$ cat src/rtl/riscvboy_mem_arb_pkg.sv
// Shared definitions for the riscvboy memory arbiter.
// Contents:
//   *_DEF        default widths and the starvation limit
//   CNT_W        width of the fetch-denial counter (limit range 1..15)
//   arb_state_t  arbiter FSM state: idle or which port owns the outstanding read
//   owner_t      which port is being presented to the bus this cycle
package riscvboy_mem_arb_pkg;

    localparam int ADDR_W_DEF     = 32;
    localparam int DATA_W_DEF     = 32;
    localparam int STARVE_MAX_DEF = 4;
    localparam int CNT_W          = 4;

    typedef enum logic [1:0] {
        ARB_IDLE = 2'd0,  // no read outstanding
        ARB_RD_I = 2'd1,  // fetch read outstanding
        ARB_RD_D = 2'd2   // data read outstanding
    } arb_state_t;

    typedef enum logic [1:0] {
        OWN_NONE = 2'd0,
        OWN_IF   = 2'd1,
        OWN_D    = 2'd2
    } owner_t;

endpackage

$ cat src/rtl/riscvboy_mem_arb_if.sv
// Signal bundle for the arbiter: fetch port, data port and shared bus.
// Modports:
//   slave  - the arbiter: takes requests from both core ports and bus
//            responses, drives grants/responses to the core and the bus request.
//   master - the surrounding core and memory that talk to the arbiter.
// Handshake: a core port holds req (and its fields) until gnt is seen high in
// the same cycle; gnt means the bus accepted it. rvalid is a one-cycle pulse
// carrying rdata; it has no back-pressure. rdata is 0 whenever rvalid is 0.
interface riscvboy_mem_arb_if
    import riscvboy_mem_arb_pkg::*;
#(
    parameter int ADDR_W = ADDR_W_DEF,
    parameter int DATA_W = DATA_W_DEF
);
    // fetch port
    logic              if_req;
    logic [ADDR_W-1:0] if_addr;
    logic              if_gnt;
    logic              if_rvalid;
    logic [DATA_W-1:0] if_rdata;
    // data port
    logic                d_req;
    logic                d_we;
    logic [DATA_W/8-1:0] d_wbe;
    logic [ADDR_W-1:0]   d_addr;
    logic [DATA_W-1:0]   d_wdata;
    logic                d_gnt;
    logic                d_rvalid;
    logic [DATA_W-1:0]   d_rdata;
    // shared memory bus
    logic                bus_req;
    logic                bus_we;
    logic [DATA_W/8-1:0] bus_wbe;
    logic [ADDR_W-1:0]   bus_addr;
    logic [DATA_W-1:0]   bus_wdata;
    logic                bus_gnt;
    logic                bus_rvalid;
    logic [DATA_W-1:0]   bus_rdata;

    modport slave (
        input  if_req, if_addr,
        output if_gnt, if_rvalid, if_rdata,
        input  d_req, d_we, d_wbe, d_addr, d_wdata,
        output d_gnt, d_rvalid, d_rdata,
        output bus_req, bus_we, bus_wbe, bus_addr, bus_wdata,
        input  bus_gnt, bus_rvalid, bus_rdata
    );

    modport master (
        output if_req, if_addr,
        input  if_gnt, if_rvalid, if_rdata,
        output d_req, d_we, d_wbe, d_addr, d_wdata,
        input  d_gnt, d_rvalid, d_rdata,
        input  bus_req, bus_we, bus_wbe, bus_addr, bus_wdata,
        output bus_gnt, bus_rvalid, bus_rdata
    );

endinterface

$ cat src/rtl/riscvboy_mem_arb_starve_ctr.sv
// Saturating counter of consecutive cycles in which fetch wanted the bus but
// was not granted.
// Ports:
//   clk, rst  clock, synchronous active-high reset
//   inc       count one more denial (holds once saturated)
//   clr       clear to zero (wins over inc)
//   cnt       current count
//   sat       count has reached MAX; fetch must win the next issue slot
module riscvboy_mem_arb_starve_ctr
    import riscvboy_mem_arb_pkg::*;
#(
    parameter int MAX = STARVE_MAX_DEF
) (
    input  logic             clk,
    input  logic             rst,
    input  logic             inc,
    input  logic             clr,
    output logic [CNT_W-1:0] cnt,
    output logic             sat
);
    localparam logic [CNT_W-1:0] MAX_C = CNT_W'(MAX);

    assign sat = (cnt == MAX_C);

    always_ff @(posedge clk) begin
        if (rst) begin
            cnt <= '0;
        end else if (clr) begin
            cnt <= '0;
        end else if (inc && !sat) begin
            cnt <= cnt + 1'b1;
        end
    end

endmodule

$ cat src/rtl/riscvboy_mem_arb.sv
// Shares one single-port memory bus between the fetch (read-only) port and the
// data port. Data wins by default; after STARVE_MAX consecutive fetch denials
// fetch is forced through. At most one read is outstanding; its response is
// routed combinationally back to the port that issued it.
// Ports:
//   clk_sys, rst_sys  clock, synchronous active-high reset
//   bus               fetch/data/bus signal bundle (slave side)
//   err               sticky: bus rvalid arrived with no read outstanding
//   state             current FSM state (debug)
//   starve_cnt        current fetch-denial count (debug)
module riscvboy_mem_arb
    import riscvboy_mem_arb_pkg::*;
#(
    parameter int ADDR_W     = ADDR_W_DEF,
    parameter int DATA_W     = DATA_W_DEF,
    parameter int STARVE_MAX = STARVE_MAX_DEF
) (
    input  logic                   clk_sys,
    input  logic                   rst_sys,
    riscvboy_mem_arb_if.slave      bus,
    output logic                   err,
    output arb_state_t             state,
    output logic [CNT_W-1:0]       starve_cnt
);
    localparam int BE_W = DATA_W / 8;

    arb_state_t        state_q, state_d;
    owner_t            sel;
    logic              issue_ok;
    logic              starve_sat;
    logic              if_gnt_w, d_gnt_w;
    logic              if_rvalid_w, d_rvalid_w;
    logic [ADDR_W-1:0] addr_mux;
    logic [DATA_W-1:0] wdata_mux;
    logic [BE_W-1:0]   wbe_mux;
    logic              we_mux;

    // A new request may go out when idle, or in the very cycle the
    // outstanding read completes (back-to-back issue).
    always_comb begin
        issue_ok = (state_q == ARB_IDLE) || bus.bus_rvalid;
        sel      = OWN_NONE;
        if (issue_ok) begin
            if (bus.d_req && !(bus.if_req && starve_sat)) begin
                sel = OWN_D;
            end else if (bus.if_req) begin
                sel = OWN_IF;
            end
        end
    end

    // Bus fields follow the selected port; reads always carry all byte lanes.
    always_comb begin
        we_mux    = 1'b0;
        wbe_mux   = '0;
        addr_mux  = '0;
        wdata_mux = '0;
        case (sel)
            OWN_D: begin
                we_mux    = bus.d_we;
                wbe_mux   = bus.d_we ? bus.d_wbe : '1;
                addr_mux  = bus.d_addr;
                wdata_mux = bus.d_wdata;
            end
            OWN_IF: begin
                wbe_mux  = '1;
                addr_mux = bus.if_addr;
            end
            default: ;
        endcase
    end

    assign bus.bus_req   = (sel != OWN_NONE);
    assign bus.bus_we    = we_mux;
    assign bus.bus_wbe   = wbe_mux;
    assign bus.bus_addr  = addr_mux;
    assign bus.bus_wdata = wdata_mux;

    assign if_gnt_w = (sel == OWN_IF) && bus.bus_gnt;
    assign d_gnt_w  = (sel == OWN_D) && bus.bus_gnt;
    assign bus.if_gnt = if_gnt_w;
    assign bus.d_gnt  = d_gnt_w;

    // Response routing by the owner recorded in the state.
    assign if_rvalid_w   = (state_q == ARB_RD_I) && bus.bus_rvalid;
    assign d_rvalid_w    = (state_q == ARB_RD_D) && bus.bus_rvalid;
    assign bus.if_rvalid = if_rvalid_w;
    assign bus.d_rvalid  = d_rvalid_w;
    assign bus.if_rdata  = if_rvalid_w ? bus.bus_rdata : '0;
    assign bus.d_rdata   = d_rvalid_w ? bus.bus_rdata : '0;

    // A new grant overrides the return to idle after a completing read.
    always_comb begin
        state_d = state_q;
        if ((state_q != ARB_IDLE) && bus.bus_rvalid) begin
            state_d = ARB_IDLE;
        end
        if (d_gnt_w) begin
            state_d = bus.d_we ? ARB_IDLE : ARB_RD_D;
        end else if (if_gnt_w) begin
            state_d = ARB_RD_I;
        end
    end

    always_ff @(posedge clk_sys) begin
        if (rst_sys) begin
            state_q <= ARB_IDLE;
        end else begin
            state_q <= state_d;
        end
    end

    always_ff @(posedge clk_sys) begin
        if (rst_sys) begin
            err <= 1'b0;
        end else if ((state_q == ARB_IDLE) && bus.bus_rvalid) begin
            err <= 1'b1;
        end
    end

    // Any cycle fetch asks and is not granted (lost arbitration, blocked by
    // an outstanding read, or bus gnt low) counts as a denial.
    riscvboy_mem_arb_starve_ctr #(
        .MAX (STARVE_MAX)
    ) u_starve (
        .clk (clk_sys),
        .rst (rst_sys),
        .inc (bus.if_req && !if_gnt_w),
        .clr (!bus.if_req || if_gnt_w),
        .cnt (starve_cnt),
        .sat (starve_sat)
    );

    assign state = state_q;

endmodule

$ cat src/flat_wrapper.sv
// flat-port wrapper written by rule: the top's interface ports become plain ports
module riscvboy_mem_arb_flat import riscvboy_mem_arb_pkg::*;
#(
    parameter int ADDR_W     = ADDR_W_DEF,
    parameter int DATA_W     = DATA_W_DEF,
    parameter int STARVE_MAX = STARVE_MAX_DEF
)
  (clk_sys, rst_sys, err, state, starve_cnt, bus_if_req, bus_if_addr, bus_if_gnt, bus_if_rvalid, bus_if_rdata, bus_d_req, bus_d_we, bus_d_wbe, bus_d_addr, bus_d_wdata, bus_d_gnt, bus_d_rvalid, bus_d_rdata, bus_bus_req, bus_bus_we, bus_bus_wbe, bus_bus_addr, bus_bus_wdata, bus_bus_gnt, bus_bus_rvalid, bus_bus_rdata);
  riscvboy_mem_arb_if #(.ADDR_W(ADDR_W), .DATA_W(DATA_W)) bus_i ();
  input  logic clk_sys;
  input  logic rst_sys;
  output logic err;
  output arb_state_t state;
  output logic [CNT_W-1:0] starve_cnt;
  input wire logic [$bits(bus_i.if_req)-1:0] bus_if_req;
  input wire logic [$bits(bus_i.if_addr)-1:0] bus_if_addr;
  output wire logic [$bits(bus_i.if_gnt)-1:0] bus_if_gnt;
  output wire logic [$bits(bus_i.if_rvalid)-1:0] bus_if_rvalid;
  output wire logic [$bits(bus_i.if_rdata)-1:0] bus_if_rdata;
  input wire logic [$bits(bus_i.d_req)-1:0] bus_d_req;
  input wire logic [$bits(bus_i.d_we)-1:0] bus_d_we;
  input wire logic [$bits(bus_i.d_wbe)-1:0] bus_d_wbe;
  input wire logic [$bits(bus_i.d_addr)-1:0] bus_d_addr;
  input wire logic [$bits(bus_i.d_wdata)-1:0] bus_d_wdata;
  output wire logic [$bits(bus_i.d_gnt)-1:0] bus_d_gnt;
  output wire logic [$bits(bus_i.d_rvalid)-1:0] bus_d_rvalid;
  output wire logic [$bits(bus_i.d_rdata)-1:0] bus_d_rdata;
  output wire logic [$bits(bus_i.bus_req)-1:0] bus_bus_req;
  output wire logic [$bits(bus_i.bus_we)-1:0] bus_bus_we;
  output wire logic [$bits(bus_i.bus_wbe)-1:0] bus_bus_wbe;
  output wire logic [$bits(bus_i.bus_addr)-1:0] bus_bus_addr;
  output wire logic [$bits(bus_i.bus_wdata)-1:0] bus_bus_wdata;
  input wire logic [$bits(bus_i.bus_gnt)-1:0] bus_bus_gnt;
  input wire logic [$bits(bus_i.bus_rvalid)-1:0] bus_bus_rvalid;
  input wire logic [$bits(bus_i.bus_rdata)-1:0] bus_bus_rdata;
  assign bus_i.if_req = bus_if_req;
  assign bus_i.if_addr = bus_if_addr;
  assign bus_if_gnt = bus_i.if_gnt;
  assign bus_if_rvalid = bus_i.if_rvalid;
  assign bus_if_rdata = bus_i.if_rdata;
  assign bus_i.d_req = bus_d_req;
  assign bus_i.d_we = bus_d_we;
  assign bus_i.d_wbe = bus_d_wbe;
  assign bus_i.d_addr = bus_d_addr;
  assign bus_i.d_wdata = bus_d_wdata;
  assign bus_d_gnt = bus_i.d_gnt;
  assign bus_d_rvalid = bus_i.d_rvalid;
  assign bus_d_rdata = bus_i.d_rdata;
  assign bus_bus_req = bus_i.bus_req;
  assign bus_bus_we = bus_i.bus_we;
  assign bus_bus_wbe = bus_i.bus_wbe;
  assign bus_bus_addr = bus_i.bus_addr;
  assign bus_bus_wdata = bus_i.bus_wdata;
  assign bus_i.bus_gnt = bus_bus_gnt;
  assign bus_i.bus_rvalid = bus_bus_rvalid;
  assign bus_i.bus_rdata = bus_bus_rdata;
  riscvboy_mem_arb #(.ADDR_W(ADDR_W), .DATA_W(DATA_W), .STARVE_MAX(STARVE_MAX)) u_core (.clk_sys(clk_sys), .rst_sys(rst_sys), .bus(bus_i), .err(err), .state(state), .starve_cnt(starve_cnt));
endmodule
$ cat config.mk
export PLATFORM = sky130hd
export DESIGN_NAME = riscvboy_mem_arb_flat
export DESIGN_NICKNAME = d
export VERILOG_FILES = /design/src/rtl/riscvboy_mem_arb_pkg.sv /design/src/rtl/riscvboy_mem_arb_if.sv /design/src/rtl/riscvboy_mem_arb_starve_ctr.sv /design/src/rtl/riscvboy_mem_arb.sv /design/src/flat_wrapper.sv
export SDC_FILE = /design/constraint.sdc
export NUM_CORES = 1
export LEC_CHECK = 0
export BUFFER_PORTS_ARGS = -buffer_cell sky130_fd_sc_hd__buf_2
export CORE_AREA = 2 2 109 111
export CTS_CLUSTER_DIAMETER = 200
export CTS_CLUSTER_SIZE = 16
export DETAILED_ROUTE_END_ITERATION = 7
export DIE_AREA = 0 0 111 113
export SLEW_MARGIN = 10
export SYNTH_ARGS = -nofsm -noshare
export SYNTH_HDL_FRONTEND = slang
export SYNTH_HIERARCHICAL = 1
export SYNTH_SLANG_ARGS = --single-unit
$ cat constraint.sdc
create_clock -name clk_sys -period 7 [get_ports clk_sys]
set_clock_uncertainty 0.1 [all_clocks]
set_input_delay 2.1 -clock clk_sys [delete_from_list [all_inputs] [get_ports clk_sys]]
set_output_delay 2.1 -clock clk_sys [all_outputs]
set_load 0.02 [all_outputs]
==> summary.txt <==
maximum capacitance violations: 0
I/O pins: 284
Clock transition at path regs: 0.04 ns
Synth cell types: 31
Slew Viols, Final: 0
PD cells: 97.4 nW/um2
Setup crit end kind: primary output
FF+latch count, synth: 7
setup bufs post-CTS: 0
Final Cycle Share: 85.5%
clock sinks: 7
DR vias: 2776
ANT nets after route: 0
most frequent cells in the layout: buf_2 (283), and2_1 (98), nor2_1 (41)
drt via density: 4.18
Remaining DRCs: 0
crit path DAT: 3.78 ns
Fmax achieved: 167 MHz
outcome: complete, no violations
final instance area: 3200 um2
Rel. slew slack: 59.4%
RSZ-0062 raised after global routing: false
Finished Core Util: 28.4%
synthesized area: 1640 um2
setup ws final: 1.02 ns
Hold Startpoint: u_core/err
Reg2Reg Setup Slack: 4.19 ns
critical path data required time: 4.80 ns
Final min period: 5.98 ns
Die ar.: 12500 um2
clk buf depth: 2
Peak VDD IR: 0.0904 mV
first-pass GRT wire length: 13.5 mm
Synth Area per Inst: 6.53 um2
port buffer count: 283
hold depth: 2
Starting Density: 14.5%
ratio of cells with drive above 1 in the final layout: 57.0%
Die Width: 111 um
slew at the pin closest to its max-slew limit: 0.609 ns
Main synth FF type: dfxtp_1
H-tree depth: 1
1st-iter DRT viols: 117
worst min path class: flip-flop to flip-flop
ys async rst share: 0%
Leakage Power: 2.00 nW
Clock Tree Root: clkbuf_16
Hold Path Sink: u_core/err
Critical R2R Capture: u_core/u_starve/cnt[3]
cell mode on critical path: buf_2
startpoint types: input pin
clock buffer count from CTS: 3
height of the die: 113 um
Post-Syn Instances: 251
Setup TNS: 0 ns
Worst Path Max Fanout: 71
Worst path slowest cell: buf_4
router iterations before antenna repair: 4
vias in the first global route: 2502
Core Area: 11300 um2
Post-DP HPWL: 7.70 mm
per-cell routed wire length: 13.7 um
crit-path cells: buf_2 -> or2_1 -> nand3_1 -> ha_2 -> buf_4 -> a22oi_1 -> nor2_1 -> buf_2
nets: 664
antenna violations before repair: 6
drt total wl: 9.13 mm
DP Worst Slack: 1.04 ns
synthesis-to-finish area growth: 95.4%
Tot GR Track Use: 13.3%
syn nets: 395
Reg-to-Reg Start: u_core/u_starve/cnt[0]
class of the most critical setup path: input pin to primary output
global route total overflow: 0
Site Rows: 39
CP max stage delay: 0.46 ns
Warnings, synthesis: 6
Fin. Hold Viols: 0
Resize count post-CTS: 0
CTS tree: yes
clk_lat worst skew: 0.23 ns
GPL Wtd Cong: 0.785
number of synthesized flops with an enable pin: 0
Reg2Reg Depth: 14
CTS Hold Buffers Added: 0
largest net degree at the start of global routing: 72
commonest non-fill, non-tap cell in the layout: buf_2
Seq/Total Area, Yosys: 8.56%
Final setup viols: 0
placed cell area: 3120 um2
==> routing by layer <==
| metal | up-vias | routed length, um | GRT usage [%] |
|---|---|---|---|
| met2 | 200 | 4040 | 22.2 |
| met3 | 8 | 1090 | 4.50 |
| met1 | 1200 | 3870 | 16.9 |
| met5 | - | 13 | 0 |
| li1 | 1366 | - | - |
| met4 | 2 | 109 | 2.17 |
==> cell usage after synthesis, types with 2 or more instances <==
| master | instances | area (um2) |
|---|---|---|
| buf_2 | 8 | 40.0 |
| nand2_1 | 4 | 15.0 |
| nand3_1 | 5 | 25.0 |
| and2_1 | 98 | 613 |
| o21ai_0 | 2 | 10.0 |
| buf_6 | 6 | 67.6 |
| a21oi_1 | 6 | 30.0 |
| clkbuf_1 | 6 | 22.5 |
| nand2b_1 | 6 | 37.5 |
| a22oi_1 | 32 | 240 |
| and3_1 | 2 | 12.5 |
| nor2_1 | 41 | 154 |
| a21boi_1 | 2 | 15.0 |
| ha_1 | 5 | 62.6 |
| inv_1 | 6 | 22.5 |
| dfxtp_1 | 7 | 140 |
==> stage by stage <==
| step | std cells | total power [mW] | hold slack (ns) |
|---|---|---|---|
| 2_1_floorplan | 251 | 0.137 | 0.467 |
| 3_3_place_gp | 658 | 0.215 | 0.357 |
| 3_5_place_dp | 658 | 0.215 | 0.356 |
| 4_1_cts | 662 | 0.315 | 0.366 |
| 5_1_grt | 663 | 0.334 | 0.446 |
| 6_report | 664 | 0.312 | 0.365 |
==> worst max-delay path by stage <==
stage / startpoint / to / slack (ns) / cells after the start
after floorplan: bus_bus_rvalid / bus_bus_addr[10] / 1.35 / 6
after global placement: bus_bus_rvalid / bus_bus_addr[28] / 1.02 / 8
after detailed placement: bus_bus_rvalid / bus_bus_addr[28] / 1.04 / 8
after CTS: bus_bus_rvalid / bus_bus_addr[28] / 1.00 / 8
after global routing: bus_bus_rvalid / bus_bus_addr[1] / 0.87 / 8
final: bus_bus_rvalid / bus_bus_addr[15] / 1.02 / 8
==> power by group <==
group | internal (mW) | switching (mW) | total, mW
Clock | 0.0759 | 0.0227 | 0.0986
Combinational | 0.0698 | 0.101 | 0.171
Sequential | 0.0413 | 0.00117 | 0.0424
Total | 0.187 | 0.125 | 0.312
==> registers in the layout, indices dropped and copies added, names as in the netlist <==
register	flops
u_core/u_starve/cnt	4
u_core/state	2
u_core/err	1
==> cells by family after synthesis <==
family	count (synthesis)	synth area share, %
AOI/OAI and AO/OA	46	19.9
buffers and inverters	29	10.2
adders and majority gates	5	3.82
and+or+nand+nor	164	57.5
DFF	7	8.56
==> critical path: cells and delay by family <==
kind	cells	cell delay, ns
and+or+nand+nor	3	0.53
buffers and inverters	3	0.77
AOI/OAI and AO/OA	1	0.15
adders and majority gates	1	0.17
==> cell type report <==
class,count,area (um2)
clock buffers,4,78.8
repair buffers,286,1440
inverters,7,26.3
fillers,1280,8070
well taps,143,179
diodes,2,5.00
flip-flops and latches,7,140
multi-input cells,215,1330
(Power assumes the default switching activity.)
